**config.mk**
```make
export PLATFORM = sky130hd
export DESIGN_NAME = core_pwr_ctrl
export DESIGN_NICKNAME = d
export VERILOG_FILES = /design/src/rtl/core_pwr_pkg.sv /design/src/rtl/core_pwr_fsm.sv /design/src/rtl/core_pwr_ctrl.sv
export SDC_FILE = /design/constraint.sdc
export NUM_CORES = 1
export LEC_CHECK = 0
export ABC_CLOCK_PERIOD_IN_PS = 2300
export BUFFER_PORTS_ARGS = -buffer_cell sky130_fd_sc_hd__buf_2
export CELL_PAD_IN_SITES_DETAIL_PLACEMENT = 2
export CELL_PAD_IN_SITES_GLOBAL_PLACEMENT = 2
export CORE_MARGIN = 10
export CORE_UTILIZATION = 34
export CTS_CLUSTER_SIZE = 30
export DETAILED_ROUTE_END_ITERATION = 6
export HOLD_SLACK_MARGIN = 0.12
export PLACE_DENSITY = 0.79
export RECOVER_POWER = 25
export REMOVE_ABC_BUFFERS = 1
export SYNTH_ARGS = -nofsm -noshare
export SYNTH_HDL_FRONTEND = slang
export SYNTH_SLANG_ARGS = --single-unit
```
**constraint.sdc**
```tcl
create_clock -name clk -period 2.3 [get_ports clk]
set_clock_uncertainty 0.15 [all_clocks]
set_input_delay 0.23 -clock clk [delete_from_list [all_inputs] [get_ports clk]]
set_output_delay 0.23 -clock clk [all_outputs]
set_load 0.03 [all_outputs]
```
**src/rtl/core_pwr_pkg.sv**
```systemverilog
// Shared types and helpers for the per-core power controller.
// State encodings are visible on state_o, so their values are fixed.
package core_pwr_pkg;

    typedef enum logic [2:0] {
        ST_OFF   = 3'd0,
        ST_RUN   = 3'd1,
        ST_DRAIN = 3'd2,
        ST_GATED = 3'd3,
        ST_WAKE  = 3'd4
    } core_state_e;

    localparam int unsigned STATE_W = 3;

    // Bits needed to hold values 0..max_val; never less than one bit.
    function automatic int unsigned cnt_width(input int unsigned max_val);
        return (max_val < 2) ? 1 : $clog2(max_val + 1);
    endfunction

endpackage

```
**src/rtl/core_pwr_fsm.sv**
```systemverilog
// Single-core sleep/wake sequencer with idle, drain and wake timers,
// a saturating gated-cycle counter and a sticky drain-timeout flag.
module core_pwr_fsm
    import core_pwr_pkg::*;
#(
    parameter int unsigned IDLE_CYCLES   = 4,
    parameter int unsigned DRAIN_TIMEOUT = 256,
    parameter int unsigned WAKE_CYCLES   = 2,
    parameter int unsigned CNT_W         = 32
) (
    input  logic             clk,
    input  logic             rst,
    input  logic             fetch_enable_i,
    input  logic             boot_en_i,
    input  logic             sleep_req_i,
    input  logic             wake_i,
    input  logic             core_busy_i,
    input  logic             cnt_clr_i,
    output logic             clk_en_o,
    output logic             active_d_o,
    output core_state_e      state_o,
    output logic             timeout_o,
    output logic [CNT_W-1:0] cnt_o
);

    localparam int unsigned IDLE_W  = cnt_width(IDLE_CYCLES);
    localparam int unsigned DRAIN_W = cnt_width(DRAIN_TIMEOUT);
    localparam int unsigned WAKE_W  = cnt_width(WAKE_CYCLES);

    core_state_e        state_q, state_d;
    logic [IDLE_W-1:0]  idle_q, idle_d;
    logic [DRAIN_W-1:0] drain_q, drain_d;
    logic [WAKE_W-1:0]  wake_q, wake_d;
    logic               timeout_set;
    logic               timeout_q;
    logic               clk_en_q;
    logic [CNT_W-1:0]   gated_cnt_q;

    // NOTE: every signal written here gets a default first, so no path leaves it unassigned and no latch is inferred.
    always_comb begin
        state_d     = state_q;
        idle_d      = '0;
        drain_d     = '0;
        wake_d      = '0;
        timeout_set = 1'b0;
        unique case (state_q)
            ST_OFF: begin
                if (fetch_enable_i && boot_en_i) state_d = ST_RUN;
            end
            ST_RUN: begin
                if (sleep_req_i && !wake_i) state_d = ST_DRAIN;
            end
            ST_DRAIN: begin
                // Timers only advance here, so each DRAIN entry starts both from zero.
                idle_d  = core_busy_i ? '0 : idle_q + 1'b1;
                drain_d = drain_q + 1'b1;
                if (wake_i || !sleep_req_i) begin
                    state_d = ST_RUN;
                end else if (idle_d == IDLE_W'(IDLE_CYCLES)) begin
                    state_d = ST_GATED;
                end else if (drain_d == DRAIN_W'(DRAIN_TIMEOUT)) begin
                    state_d     = ST_RUN;
                    timeout_set = 1'b1;
                end
            end
            ST_GATED: begin
                if (wake_i) state_d = ST_WAKE;
            end
            ST_WAKE: begin
                wake_d = wake_q + 1'b1;
                if (wake_d == WAKE_W'(WAKE_CYCLES)) state_d = ST_RUN;
            end
            default: state_d = ST_OFF;
        endcase
    end

    // NOTE: sequential state uses non-blocking assignments so all flops update together at the edge.
    always_ff @(posedge clk) begin
        if (rst) begin
            state_q     <= ST_OFF;
            idle_q      <= '0;
            drain_q     <= '0;
            wake_q      <= '0;
            clk_en_q    <= 1'b1;
            timeout_q   <= 1'b0;
            gated_cnt_q <= '0;
        end else begin
            state_q  <= state_d;
            idle_q   <= idle_d;
            drain_q  <= drain_d;
            wake_q   <= wake_d;
            clk_en_q <= (state_d != ST_GATED);
            if (timeout_set) begin
                timeout_q <= 1'b1;
            end else if (cnt_clr_i) begin
                timeout_q <= 1'b0;
            end
            if (cnt_clr_i) begin
                gated_cnt_q <= '0;
            end else if (state_q == ST_GATED && gated_cnt_q != '1) begin
                gated_cnt_q <= gated_cnt_q + 1'b1;
            end
        end
    end

    assign clk_en_o   = clk_en_q;
    assign active_d_o = (state_d != ST_OFF);
    assign state_o    = state_q;
    assign timeout_o  = timeout_q;
    assign cnt_o      = gated_cnt_q;

endmodule

```
**src/rtl/core_pwr_ctrl.sv**
```systemverilog
// Per-core clock-gate and fetch-enable controller: one sequencer per core,
// global fetch-enable gating and a gated-cycle counter readout mux.
module core_pwr_ctrl
    import core_pwr_pkg::*;
#(
    parameter int unsigned NB_CORES      = 4,
    parameter int unsigned IDLE_CYCLES   = 4,
    parameter int unsigned DRAIN_TIMEOUT = 256,
    parameter int unsigned WAKE_CYCLES   = 2,
    parameter int unsigned CNT_W         = 32
) (
    input  logic                                clk,
    input  logic                                rst,
    input  logic                                fetch_enable_i,
    input  logic [NB_CORES-1:0]                 boot_en_i,
    input  logic [NB_CORES-1:0]                 sleep_req_i,
    input  logic [NB_CORES-1:0]                 wake_i,
    input  logic [NB_CORES-1:0]                 core_busy_i,
    input  logic [NB_CORES-1:0]                 cnt_clr_i,
    input  logic [cnt_width(NB_CORES-1)-1:0]    cnt_sel_i,
    output logic [NB_CORES-1:0]                 clk_en_o,
    output logic [NB_CORES-1:0]                 fetch_enable_o,
    output logic [STATE_W*NB_CORES-1:0]         state_o,
    output logic [NB_CORES-1:0]                 timeout_o,
    output logic [CNT_W-1:0]                    cnt_o
);

    localparam int unsigned SEL_W = cnt_width(NB_CORES - 1);

    core_state_e         core_state [NB_CORES];
    logic [CNT_W-1:0]    core_cnt   [NB_CORES];
    logic [NB_CORES-1:0] active_d;
    logic [NB_CORES-1:0] fetch_q;

    for (genvar k = 0; k < NB_CORES; k++) begin : g_core
        core_pwr_fsm #(
            .IDLE_CYCLES   (IDLE_CYCLES),
            .DRAIN_TIMEOUT (DRAIN_TIMEOUT),
            .WAKE_CYCLES   (WAKE_CYCLES),
            .CNT_W         (CNT_W)
        ) u_fsm (
            .clk            (clk),
            .rst            (rst),
            .fetch_enable_i (fetch_enable_i),
            .boot_en_i      (boot_en_i[k]),
            .sleep_req_i    (sleep_req_i[k]),
            .wake_i         (wake_i[k]),
            .core_busy_i    (core_busy_i[k]),
            .cnt_clr_i      (cnt_clr_i[k]),
            .clk_en_o       (clk_en_o[k]),
            .active_d_o     (active_d[k]),
            .state_o        (core_state[k]),
            .timeout_o      (timeout_o[k]),
            .cnt_o          (core_cnt[k])
        );
        assign state_o[STATE_W*k +: STATE_W] = core_state[k];
    end

    // Fetch stays asserted through GATED/WAKE; only OFF or a low pad enable drops it.
    always_ff @(posedge clk) begin
        if (rst) begin
            fetch_q <= '0;
        end else begin
            fetch_q <= active_d & {NB_CORES{fetch_enable_i}};
        end
    end

    assign fetch_enable_o = fetch_q;

    always_comb begin
        cnt_o = '0;
        for (int k = 0; k < NB_CORES; k++) begin
            if (cnt_sel_i == SEL_W'(k)) cnt_o = core_cnt[k];
        end
    end

endmodule

```
# [Yosys cells after proc, flatten, opt, wreduce, memory -nomap -nowiden]
# Cells that the tools add are included.
[totals] ram_bits=0 reg_bits=208 latch_bits=0 rom_bits=0 inputBits=25 elab_cells=206 output_inout_bits=56 n_memories=0
[classes] mux=64 order_cmp=0 reduce_logical=49 eq_ne=39 mul=0 n_bitwise=9 n_shift=0 div=0 addsub=16
[ops] operator="$add 32x1->32 const B" count=4
[ops] operator="$mux 32" count=4
[ops] operator="$ne 32x32->1 const B" count=4
[ops] operator="$mux 3" count=32
[ops] operator="$pmux 3 s5" count=4
[ops] operator="$add 9x1->9 const B" count=4
[ops] operator="$eq 9x9->1 const B" count=4
[ops] operator="$eq 3x2->1 const B" count=8
[ops] operator="$eq 3x3->1 const B" count=8
[ops] operator="$mux 1" count=24
[ops] operator="$reduce_or 2->1" count=12
[ops] operator="$add 3x1->3 const B" count=4
[ops] operator="$eq 2x2->1 const B" count=6
[ops] operator="$eq 3x1->1 const B" count=4
[ops] operator="$logic_and 1x1->1" count=12
[ops] operator="$logic_not 3->1" count=4
[ops] operator="$ne 3x2->1 const B" count=4
[ops] operator="$reduce_bool 3->1" count=4
[ops] operator="$add 2x1->2 const B" count=4
[ops] operator="$logic_not 1->1" count=8
[ops] operator="$not 1->1" count=8
[ops] operator="$reduce_bool 2->1" count=4
[ops] operator="$and 4x4->4" count=1
[ops] operator="$logic_or 1x1->1" count=4
[ops] operator="other kinds (2)" count=2

# [Logic depth before layout (Yosys ltp)]
# Gate-level depths: netlist (run 1).
[logic_depth] depth_word=8 depth_mapped=8 mapped_depth_nobuf=8

# [Cells and area by module]
# Synthesis (run 1) repeated with hierarchy kept, for this count alone.
[unflattened] hier_cells=1234 hier_area_um2=11169.5
[by_module_without_submodules] module="core_pwr_fsm (g_core[0].u_fsm ...)" area_each_um2=2587.5 n_inst=3 cells_per_inst=299 seq_area_each_um2=1021.0
[by_module_without_submodules] module="core_pwr_fsm (g_core[3].u_fsm)" area_each_um2=2477.4 n_inst=1 cells_per_inst=290 seq_area_each_um2=1021.0
[by_module_without_submodules] module="core_pwr_ctrl" area_each_um2=929.6 n_inst=1 cells_per_inst=47 seq_area_each_um2=80.1

# [Worst setup path after synthesis (run 1)]
# OpenSTA, ideal clock, no wires.
[synth_timing] path_kind="reg-to-reg" start="register g_core[1].u_fsm.drain_q[0]" end="register g_core[1].u_fsm.clk_en_q" t_arrival_ns=2.032 synth_period_minus_slack_ns=2.301 path_slack_ns=-0.001 required_ns=2.030 path_stages_with_launch=8 path_buffers=0 setup_time_ns=0.120 cell_sequence="dfxtp_1 ha_1 a21bo_2 a2111oi_0 o221ai_1 or2_0 a221o_1 nand2b_1"
[synth_via] elab_chain_cells=7
[synth_rtl] element="from (decl)" line_no="core_pwr_fsm.sv:32" source="logic [DRAIN_W-1:0] drain_q, drain_d;"
[synth_rtl] element="from (signal assigned)" line_no="core_pwr_fsm.sv:90" source="drain_q <= drain_d;"
[synth_rtl] element="$add 9x1->9" line_no="core_pwr_fsm.sv:56" source="drain_d = drain_q + 1'b1;"
[synth_rtl] element="$eq 9x9->1" line_no="core_pwr_fsm.sv:61" source="end else if (drain_d == DRAIN_W'(DRAIN_TIMEOUT)) begin"
[synth_rtl] element="$mux 3" line_no="core_pwr_fsm.sv:61"
[synth_rtl] element="$mux 3" line_no="core_pwr_fsm.sv:59" source="end else if (idle_d == IDLE_W'(IDLE_CYCLES)) begin"
[synth_rtl] element="$mux 3" line_no="core_pwr_fsm.sv:57" source="if (wake_i || !sleep_req_i) begin"
[synth_rtl] element="$pmux 3 s5" line_no="core_pwr_fsm.sv:46" source="unique case (state_q)"
[synth_rtl] element="$ne 3x2->1" line_no="core_pwr_fsm.sv:92" source="clk_en_q <= (state_d != ST_GATED);"
[synth_rtl] element="to (signal assigned)" line_no="core_pwr_fsm.sv:92"
[synth_rtl] element="to (decl)" line_no="core_pwr_fsm.sv:36" source="logic clk_en_q;"
# No other way between the ends.
# A chain may end at the register's enable or synchronous reset.

# [Worst setup path after layout (run 1)]
[layout_timing] start="register g_core[2].u_fsm.drain_q[0]" end="register g_core[2].u_fsm.clk_en_q"
[layout_via] elab_chain_cells=7
[layout_rtl] element="from (decl)" line_no="core_pwr_fsm.sv:32"
[layout_rtl] element="from (signal assigned)" line_no="core_pwr_fsm.sv:90"
[layout_rtl] element="$add 9x1->9" line_no="core_pwr_fsm.sv:56"
[layout_rtl] element="$eq 9x9->1" line_no="core_pwr_fsm.sv:61"
[layout_rtl] element="$mux 3" line_no="core_pwr_fsm.sv:61"
[layout_rtl] element="$mux 3" line_no="core_pwr_fsm.sv:59"
[layout_rtl] element="$mux 3" line_no="core_pwr_fsm.sv:57"
[layout_rtl] element="$pmux 3 s5" line_no="core_pwr_fsm.sv:46"
[layout_rtl] element="$ne 3x2->1" line_no="core_pwr_fsm.sv:92"
[layout_rtl] element="to (signal assigned)" line_no="core_pwr_fsm.sv:92"
[layout_rtl] element="to (decl)" line_no="core_pwr_fsm.sv:36"
# No other way between the ends.

==> summary.txt, run 1 <==
Run status - finished with violations
Failing checks - negative setup slack
H-tree levels - 1
Simple-gate portion of the synthesized area - 28.0%
Setup ws final - -0.0158 ns
# nets final - 1456
Global-route wire length before repair - 66200 um
Die ar. - 38400 um^2
Crit Path Max Fanout - 5
Drt wl/cell - 23.9 um
Routed vias/inst - 5.73
DRT antenna net count - 0
Setup total negative slack - -0.0158 ns
Largest net degree at the start of global routing - 33
Worst Max-Slew Pin Slew - 0.717 ns
Post-Route WL - 43700 um
Max_slew headroom - 51.5%
Sw Share - 23.0%
Mapped Area - 10500 um^2
Slew Limit Fails - 0
Synth async-reset ratio - 0%
Pre-Repair DR Iteration Count - 5
Fraction of layout cells with a size suffix above 1 - 27.1%
P per Cell Area - 618 nW/um^2
CTS Sinks - 208
Worst setup path startpoint - g_core[2].u_fsm.drain_q[0]$_SDFF_PP0_
Initial DRC count - 574
Core Area - 30600 um^2
Syn Inst Count - 1197
Worst-path clk slew - 0.06 ns
WS Path Type - reg2reg
CP Capture Type - flop
IO Pins - 81
Via count - 10500
Avg Inst Size Synth - 8.80 um^2
FILL cells - 3279
Hold slack - 0.167 ns
Tmin final - 2.32 ns
Startpoint types - flop
RR Startpoint - g_core[2].u_fsm.drain_q[0]$_SDFF_PP0_
CTS tree - built
Unique masters post-synth - 75
Number of buffers added on ports - 80
Switch Pwr - 1.95 mW
Area Overhead vs Synth - 30.0%
Pint - 6.52 mW
FP Rows - 64
Final Hold Viols - 0
Post-synthesis compound-gate area fraction - 10.2%
CTS root buf - clkbuf_16
Final period utilization - 101%
Total GRT Usage - 21.1%
Post-synth EDFFs - 0
Inserted Clock Buffers - 26
Register bit total from synthesis - 208
Register share of total power - 42.9%
Leak - 5.00 nW
Via count of the first global-routing pass - 11400
Effective utilization at floorplan - 34.5%
Die Y - 196 um
Post-synth top flop - dfxtp_1
Ant. Diodes - 0
Clock buffer depth - 3
# DRC - 0
Largest family of logic cells by synthesized area - simple AND/OR/NAND/NOR gates
Initial antenna violation count - 1
DIE WIDTH - 196 um
Sequential area share after synthesis - 39.5%
Comb power frac - 3.9%
Setup Viol. Count Final - 1
Min-Delay Startpoint - fetch_enable_i
Dpl hpwl - 28200 um
Maximum vdd drop - 463 uV
F_max - 0.432 GHz
Mux cell area share after synthesis - 7.17%
Clk pwr share - 53.2%
Min-Delay Path Class - in2reg
Pre-CTS worst setup slack - -0.150 ns
Final GP Congestion - 0.912
Total gr overflow - 0
Ys Warns - 0
Max Cap Viol - 0
Post-synthesis adder-cell area fraction - 2.02%
Xor/xnor share of the synthesized area - 9.89%
Crit path DAT - 2.56 ns
RSZ-0062 raised after global routing - yes
Clk_lat worst skew - 0.55 ns
CP required - 2.54 ns
cell type report:
class                      instances  area (um^2)  area share (%)
multi-input combinational        911         6270            45.8
inverter                          24         90.1           0.658
clock buffer                      37          773            5.64
sequential                       208         4200            30.7
timing repair buffer             243         1700            12.4
tap                              396          495            3.62
clock inverter                    11          160            1.17
power groups by stage:
stage | registers, mW | logic (mW) | clock network (mW)
global route | 3.63 | 0.357 | 4.74
finish | 3.63 | 0.333 | 4.50
detailed placement | 3.71 | 0.292 | 0
CTS | 3.63 | 0.324 | 4.57
global placement | 3.71 | 0.281 | 0
floorplan | 3.74 | 0.112 | 0
critical path, cell delays in order (launching register included):
cell	delay, ns
dfxtp_2	0.35
ha_2	0.21
xnor2_1	0.12
or4_1	0.57
a211o_1	0.31
a211oi_2	0.27
o21ai_0	0.18
cell usage in the layout, fill, tap and decap left out, drive strengths merged, types with 9 or more instances in the layout:
master,n
and4,18
nand3,62
ha,17
o21ai,49
a21oi,62
and3,21
xor2,55
dlygate4sd3,21
nor3b,11
nand2,78
or3,42
nand4,43
nor2,178
nor4,9
nor3,39
mux4,32
and2,10
buf,222
nand2b,12
a31oi,10
xnor2,64
clkbuf,37
inv,24
dfxtp,208
cell usage after synthesis (6+ instances only):
library cell	number	area, um^2
o2111ai_1	7	61.3
and3_1	20	125
buf_4	9	67.6
xnor2_1	64	561
nor4b_1	8	70.1
or4_1	6	45.0
nor2_1	178	668
a21oi_1	62	310
nand3_1	60	300
o21ai_0	47	235
nor3b_1	11	82.6
nand4_1	42	263
buf_2	6	30.0
clkbuf_1	35	131
nand2b_1	12	75.1
ha_1	17	213
nand2_1	77	289
nand3b_1	6	45.0
xor2_1	55	482
nor3_1	39	195
mux4_2	31	698
and2_1	8	50.1
inv_1	24	90.1
and4_1	16	140
or3_1	41	257
nor4_1	7	43.8
a31oi_1	10	62.6
a211oi_1	8	60.1
or2_2	6	37.5
dfxtp_1	208	4160
final timing paths:
check / end / slack (ns) / depth (start not counted)
min: fetch_enable_o[1]$_SDFF_PP0_ / 0.17 / 3
max reg2reg: g_core[2].u_fsm.clk_en_o$_SDFF_PP1_ / -0.02 / 6
min reg2reg: g_core[1].u_fsm.wake_q[0]$_SDFF_PP0_ / 0.28 / 1
max: g_core[2].u_fsm.clk_en_o$_SDFF_PP1_ / -0.02 / 6
routing by layer:
layer,wire [um],track usage (%),up-vias
met5,0,0,-
met4,1730,7.78,0
met3,1680,2.51,115
met2,22700,38.2,265
met1,17600,25.0,5365
li1,-,-,4743
cells by family after synthesis:
kind of cell	count (synthesis)
AOI/OAI and AO/OA	175
DFF	208
muxes	35
xor gates and xnor gates	119
adders and majority gates	17
buffers and inverters	78
and+or+nand+nor	565
registers in the layout, summed over array words and instances, names as in the netlist:
signal,count
g_core.u_fsm.clk_en_o,4
g_core.u_fsm.cnt_o,128
g_core.u_fsm.wake_q,8
g_core.u_fsm.timeout_o,4
g_core.u_fsm.idle_q,12
g_core.u_fsm.state_o,12
g_core.u_fsm.drain_q,36
fetch_enable_o,4
through the flow:
step           util [%]  area [um^2]  total power, mW  std cells
6_report           44.8        13700             8.46       1830
4_1_cts            44.0        13500             8.52       1823
2_1_floorplan         -        10300             3.85       1143
5_1_grt            44.8        13700             8.72       1830
3_5_place_dp       39.8        12200             4.00       1747
3_3_place_gp       39.8        12200             3.99       1747
repair_timing:
action / 4_1_cts / 5_1_grt
endpoints found under the hold margin: 37 / 0
hold buffers: 21 / 0
setup buffers: 7 / 6
endpoints found under the setup margin: 41 / 84
cloned: 0 / 1
pin swaps: 13 / 21
gates resized for setup: 24 / 59
Note: power is estimated with default switching activity, not from simulation.
==> run 2: changes to the inputs <==
CORE_UTILIZATION = 35   (was 34)
CTS_BUF_LIST = sky130_fd_sc_hd__clkbuf_4   (was unset)
PLACE_DENSITY = 0.81   (was 0.79)
==> run 2 against run 1 <==
  * The flow still finishes with violations (negative setup slack)
  * Worst hold slack improved by 0.035 ns
  * First-iteration DRC count rose to 2.6 times the previous value
  * Die area decreased by 2.6%
  * Global-route usage is 7.2 points higher
  * Largest power group unchanged
==> summary.txt, run 2 (synthesized netlist as in run 1, its figures left out) <==
Run status - finished with violations
Failing checks - negative setup slack
# nets final - 1533
Min-Delay Path Class - in2reg
Worst setup path startpoint - g_core[3].u_fsm.state_o[1]$_SDFF_PP0_
Pre-CTS worst setup slack - -0.128 ns
Final period utilization - 125%
Setup total negative slack - -8.23 ns
Via count - 12400
Most frequent cells in the layout - 174 x nor2_1, 133 x buf_4, 131 x dfxtp_1
Drt wl/cell - 34.1 um
RR Startpoint - g_core[3].u_fsm.state_o[1]$_SDFF_PP0_
Setup ws final - -0.572 ns
Final Hold Viols - 0
Slew Limit Fails - 0
Post-layout util - 48.8%
Core Area - 29600 um^2
Effective utilization at floorplan - 35.6%
FP Rows - 63
Dpl hpwl - 29200 um
Initial antenna violation count - 2
Largest register FFs - 128
Maximum vdd drop - 331 uV
CTS tree - built
Commonest non-fill, non-tap cell in the layout - nor2_1
Pint - 5.54 mW
Setup Viol. Count Final - 88
DIE WIDTH - 194 um
Total GRT Usage - 28.3%
CP required - 2.73 ns
Register share of total power - 45.5%
Largest net degree at the start of global routing - 33
Die Y - 194 um
Min-Delay Startpoint - wake_i[2]
CTS Sinks - 208
Worst-path clk slew - 0.09 ns
Post-Route WL - 65700 um
Crit Path Max Fanout - 7
H-tree levels - 2
Crit path DAT - 3.30 ns
Area Overhead vs Synth - 37.3%
Routed vias/inst - 6.44
Total gr overflow - 0
Number of buffers added on ports - 80
Initial DRC count - 1488
Sw Share - 30.1%
Comb power frac - 5.0%
P per Cell Area - 548 nW/um^2
Max_slew headroom - 39.0%
Leak - 5.21 nW
DRT antenna net count - 0
Pre-Repair DR Iteration Count - 5
Final GP Congestion - 0.895
Tmin final - 2.87 ns
Clk pwr share - 49.5%
Clock buffer depth - 3
CTS root buf - clkbuf_4
Die ar. - 37500 um^2
Via count of the first global-routing pass - 13000
IO Pins - 81
Fraction of layout cells with a size suffix above 1 - 35.8%
Startpoint types - flop
RSZ-0062 raised after global routing - yes
CP Capture Type - flop
Max Cap Viol - 0
F_max - 0.348 GHz
Clk_lat worst skew - 0.78 ns
Global-route wire length before repair - 84400 um
Inserted Clock Buffers - 58
# DRC - 0
WS Path Type - reg2reg
Worst Max-Slew Pin Slew - 0.906 ns
Switch Pwr - 2.38 mW
[run 2: cell types whose count changed in the layout (fill, tap and decap cells not counted), sizes merged, moves of 4 or more]
| cell | previous run | this run |
|---|---|---|
| clkbuf | 37 | 116 |
| clkinv | 5 | 12 |
| buf | 222 | 234 |
| dlygate4sd3 | 21 | 29 |
| bufinv | 4 | 0 |
[run 2: path summary, 6_finish.rpt]
check,endpoint,cells after the start,slack (ns)
worst max-delay path,g_core[3].u_fsm.cnt_o[29]$_SDFFE_PP0P_,6,-0.57
worst min-delay path,g_core[2].u_fsm.state_o[2]$_SDFF_PP0_,4,0.20
worst max register to register,g_core[3].u_fsm.cnt_o[29]$_SDFFE_PP0P_,6,-0.57
worst min register to register,g_core[0].u_fsm.idle_q[0]$_SDFF_PP0_,1,0.32
[run 2: routing by layer]
metal | GRT usage, % | part of all wire (%)
met5 | 0 | 0.020
met2 | 50.2 | 48
met4 | 16.7 | 8.4
met3 | 5.05 | 7.9
met1 | 31.0 | 35
[run 2: power groups by stage]
| stage | combinational, mW | clock (mW) | sequential (mW) |
|---|---|---|---|
| after detailed placement | 0.309 | 0 | 3.70 |
| final | 0.395 | 3.92 | 3.61 |
| after floorplan | 0.112 | 0 | 3.74 |
| after global placement | 0.298 | 0 | 3.70 |
| after CTS | 0.359 | 3.67 | 3.62 |
| after global routing | 0.410 | 4.08 | 3.61 |
[run 2: cell type report]
type / instances / area [um^2]
Fill cell: 3111 / 15200
Inverter: 24 / 90.1
Clock buffer: 92 / 691
Antenna cell: 1 / 2.50
Sequential cell: 208 / 4300
Multi-Input combinational cell: 911 / 6530
Tap cell: 390 / 488
Timing Repair Buffer: 288 / 2310
Clock inverter: 14 / 56.3
[run 2: stage by stage]
step                area [um^2]  total power, mW  cells  hold WS, ns
global placement          12300             4.00   1752        0.256
detailed placement        12300             4.01   1752        0.279
CTS                       13700             7.65   1899        0.169
floorplan                 10300             3.85   1143        0.149
finish                    14500             7.92   1928        0.202
global route              14500             8.10   1928        0.234
[run 2: what timing repair did]
item,CTS,global route
hold buffers,29,0
cloned,0,1
setup endpoints to repair,85,149
pin swaps,10,53
gates resized for setup,98,194
buffers inserted,14,27
hold endpoints to repair,148,0
[run 2: worst max-delay path, cell delays in order, from the launching register on]
cell and delay (ns):
dfxtp_2 0.42, nand3b_1 0.24, nor2_2 0.42, and4b_2 0.35
nand3_2 0.14, o21ai_0 0.75, a21oi_1 0.21
==> run 3: changes to the inputs <==
SKIP_LAST_GASP = 1   (was unset)
==> run 3 against run 2 <==
  * The flow still finishes with violations (negative setup slack)
  * Non-clock buffer count rose by 19
  * Routed wire length rose by 1.4%
  * Flip-flop and latch count did not move
  * Sequential power barely moved
  * First-iteration DRC count fell by 7.9%
  * Clock power barely moved
  * Final cell count rose by 1.1%
  * Core utilization rose by 0.83 points
  * Die area did not move
  * Register-to-register slack improved by 0.22 ns
  * Sequential share of layout area fell by 0.41 points
  * Critical path type unchanged
  * Critical endpoint is now g_core[2].u_fsm.cnt_o[21]$_SDFFE_PP0P_
  * Highest routed layer unchanged
==> summary.txt, run 3 (synthesized netlist as in run 1, its figures left out) <==
Run status - finished with violations
Failing checks - negative setup slack
Final Hold Viols - 0
Fraction of layout cells with a size suffix above 1 - 38.0%
CP most frequent cell - buf_4
CTS Sinks - 208
WS Path Type - reg2reg
Largest register FFs - 128
Via count - 12600
Number of buffers added on ports - 80
Crit path DAT - 3.11 ns
FP Rows - 63
Global-route wire length before repair - 83900 um
H-tree levels - 2
Most frequent cells in the layout - 170 x nor2_1, 152 x buf_4, 125 x dfxtp_1
Total GRT Usage - 28.1%
Via count of the first global-routing pass - 13000
Die ar. - 37500 um^2
Largest net degree at the start of global routing - 33
Placed cell count - 1752
Maximum vdd drop - 311 uV
Total power draw - 7.94 mW
Final period utilization - 115%
# nets final - 1552
Slowest stage delay, CP - 0.41 ns
Switch Pwr - 2.40 mW
Register share of total power - 45.4%
RSZ-0062 raised after global routing - yes
Area Overhead vs Synth - 39.6%
Clock buffer depth - 3
Initial antenna violation count - 4
Cell Area, Placed - 12300 um^2
Die Y - 194 um
CTS tree - built
Setup ws final - -0.350 ns
# DRC - 0
Worst Max-Slew Pin Slew - 0.770 ns
Drt wl/cell - 34.2 um
Comb power frac - 5.1%
Clk_lat worst skew - 0.78 ns
CTS root buf - clkbuf_4
Core Area - 29600 um^2
Slew Limit Fails - 0
Multi-input combinational cell area - 6600 um^2
FILL cells - 3208
Min-Delay Path Class - in2reg
Post-Route WL - 66600 um
DRT antenna net count - 0
Tmin final - 2.65 ns
Clk pwr share - 49.6%
Effective utilization at floorplan - 35.6%
Routed vias/inst - 6.44
Pre-Repair DR Iteration Count - 6
CP Capture Type - flop
Worst-path clk slew - 0.09 ns
CP max-delay cell - a21oi_1
DIE WIDTH - 194 um
Final GP Congestion - 0.895
Startpoint types - flop
CP required - 2.76 ns
Register area - 4310 um^2
Sw Share - 30.2%
Commonest non-fill, non-tap cell in the layout - nor2_1
Crit Path Max Fanout - 6
Setup Viol. Count Final - 104
F_max - 0.377 GHz
P per Cell Area - 540 nW/um^2
Max Cap Viol - 0
Max_slew headroom - 47.9%
Leak - 5.30 nW
Initial DRC count - 1370
Dpl hpwl - 29200 um
Pre-CTS worst setup slack - -0.128 ns
Pint - 5.54 mW
IO Pins - 81
Final instance area - 14700 um^2
Critical-path cell list - buf_4, nand4_1, buf_4, nor2_2, o311ai_2, buf_4, or3_1, a21oi_1
Final cell count without fillers - 1949
Total gr overflow - 0
Inserted Clock Buffers - 58
## run 3: cell type report
class                   count  share of cell area (%)
diodes                      3                  0.0510
clock buffers              92                    4.69
clock inverters            14                   0.383
inverters                  24                   0.612
multi-input cells         911                    44.8
flip-flops and latches    208                    29.3
well taps                 390                    3.32
repair buffers            307                    16.8
## run 3: metrics by stage
step | utilization (%) | TNS [ns] | hold WS (ns)
floorplan | - | -0.189 | 0.149
global placement | 41.3 | -0.0117 | 0.256
detailed placement | 41.3 | -0.652 | 0.279
CTS | 46.1 | -0.535 | 0.169
global route | 49.6 | -10.48 | 0.265
finish | 49.6 | -9.33 | 0.253
## run 3: metal layers
layer	part of all wire (%)	wire length, um	vias to the layer above	GRT usage [%]
met5	0.077	51	-	0
met4	6.7	4460	2	16.6
met3	7.6	5040	315	4.91
met2	49	32500	879	49.5
met1	37	24600	6387	31.1
li1	-	-	4972	-
## run 3: repair_timing
item / 4_1_cts / 5_1_grt
endpoints found under the setup margin: 85 / 154
hold buffers: 29 / 0
gates cloned: 0 / 1
pin swaps: 9 / 47
resized for setup: 94 / 230
setup buffers: 14 / 47
endpoints found under the hold margin: 148 / 0
## run 3: final timing paths
kind,cells past startpoint,startpoint,end,slack (ns)
setup reg to reg,8,g_core[2].u_fsm.cnt_o[9]$_SDFFE_PP0P_,g_core[2].u_fsm.cnt_o[21]$_SDFFE_PP0P_,-0.35
hold reg to reg,1,g_core[1].u_fsm.idle_q[0]$_SDFF_PP0_,g_core[1].u_fsm.idle_q[0]$_SDFF_PP0_,0.31
hold / removal,4,wake_i[2],g_core[2].u_fsm.state_o[2]$_SDFF_PP0_,0.25
setup / recovery,8,g_core[2].u_fsm.cnt_o[9]$_SDFFE_PP0P_,g_core[2].u_fsm.cnt_o[21]$_SDFFE_PP0P_,-0.35
## run 3: power groups by stage
stage	sequential, mW	combinational, mW	clock, mW
after global placement	3.70	0.298	0
after global routing	3.60	0.414	4.10
after detailed placement	3.70	0.309	0
final	3.60	0.401	3.94
after floorplan	3.74	0.112	0
after CTS	3.62	0.359	3.67
## run 3: worst max-delay path: cells and delay by family (launching register included)
| family | cells | cell delay (ns) |
|---|---|---|
| buffers and inverters | 3 | 0.54 |
| AND/OR/NAND/NOR | 3 | 0.80 |
| flip-flops | 1 | 0.40 |
| AO/OA/AOI/OAI | 2 | 0.58 |
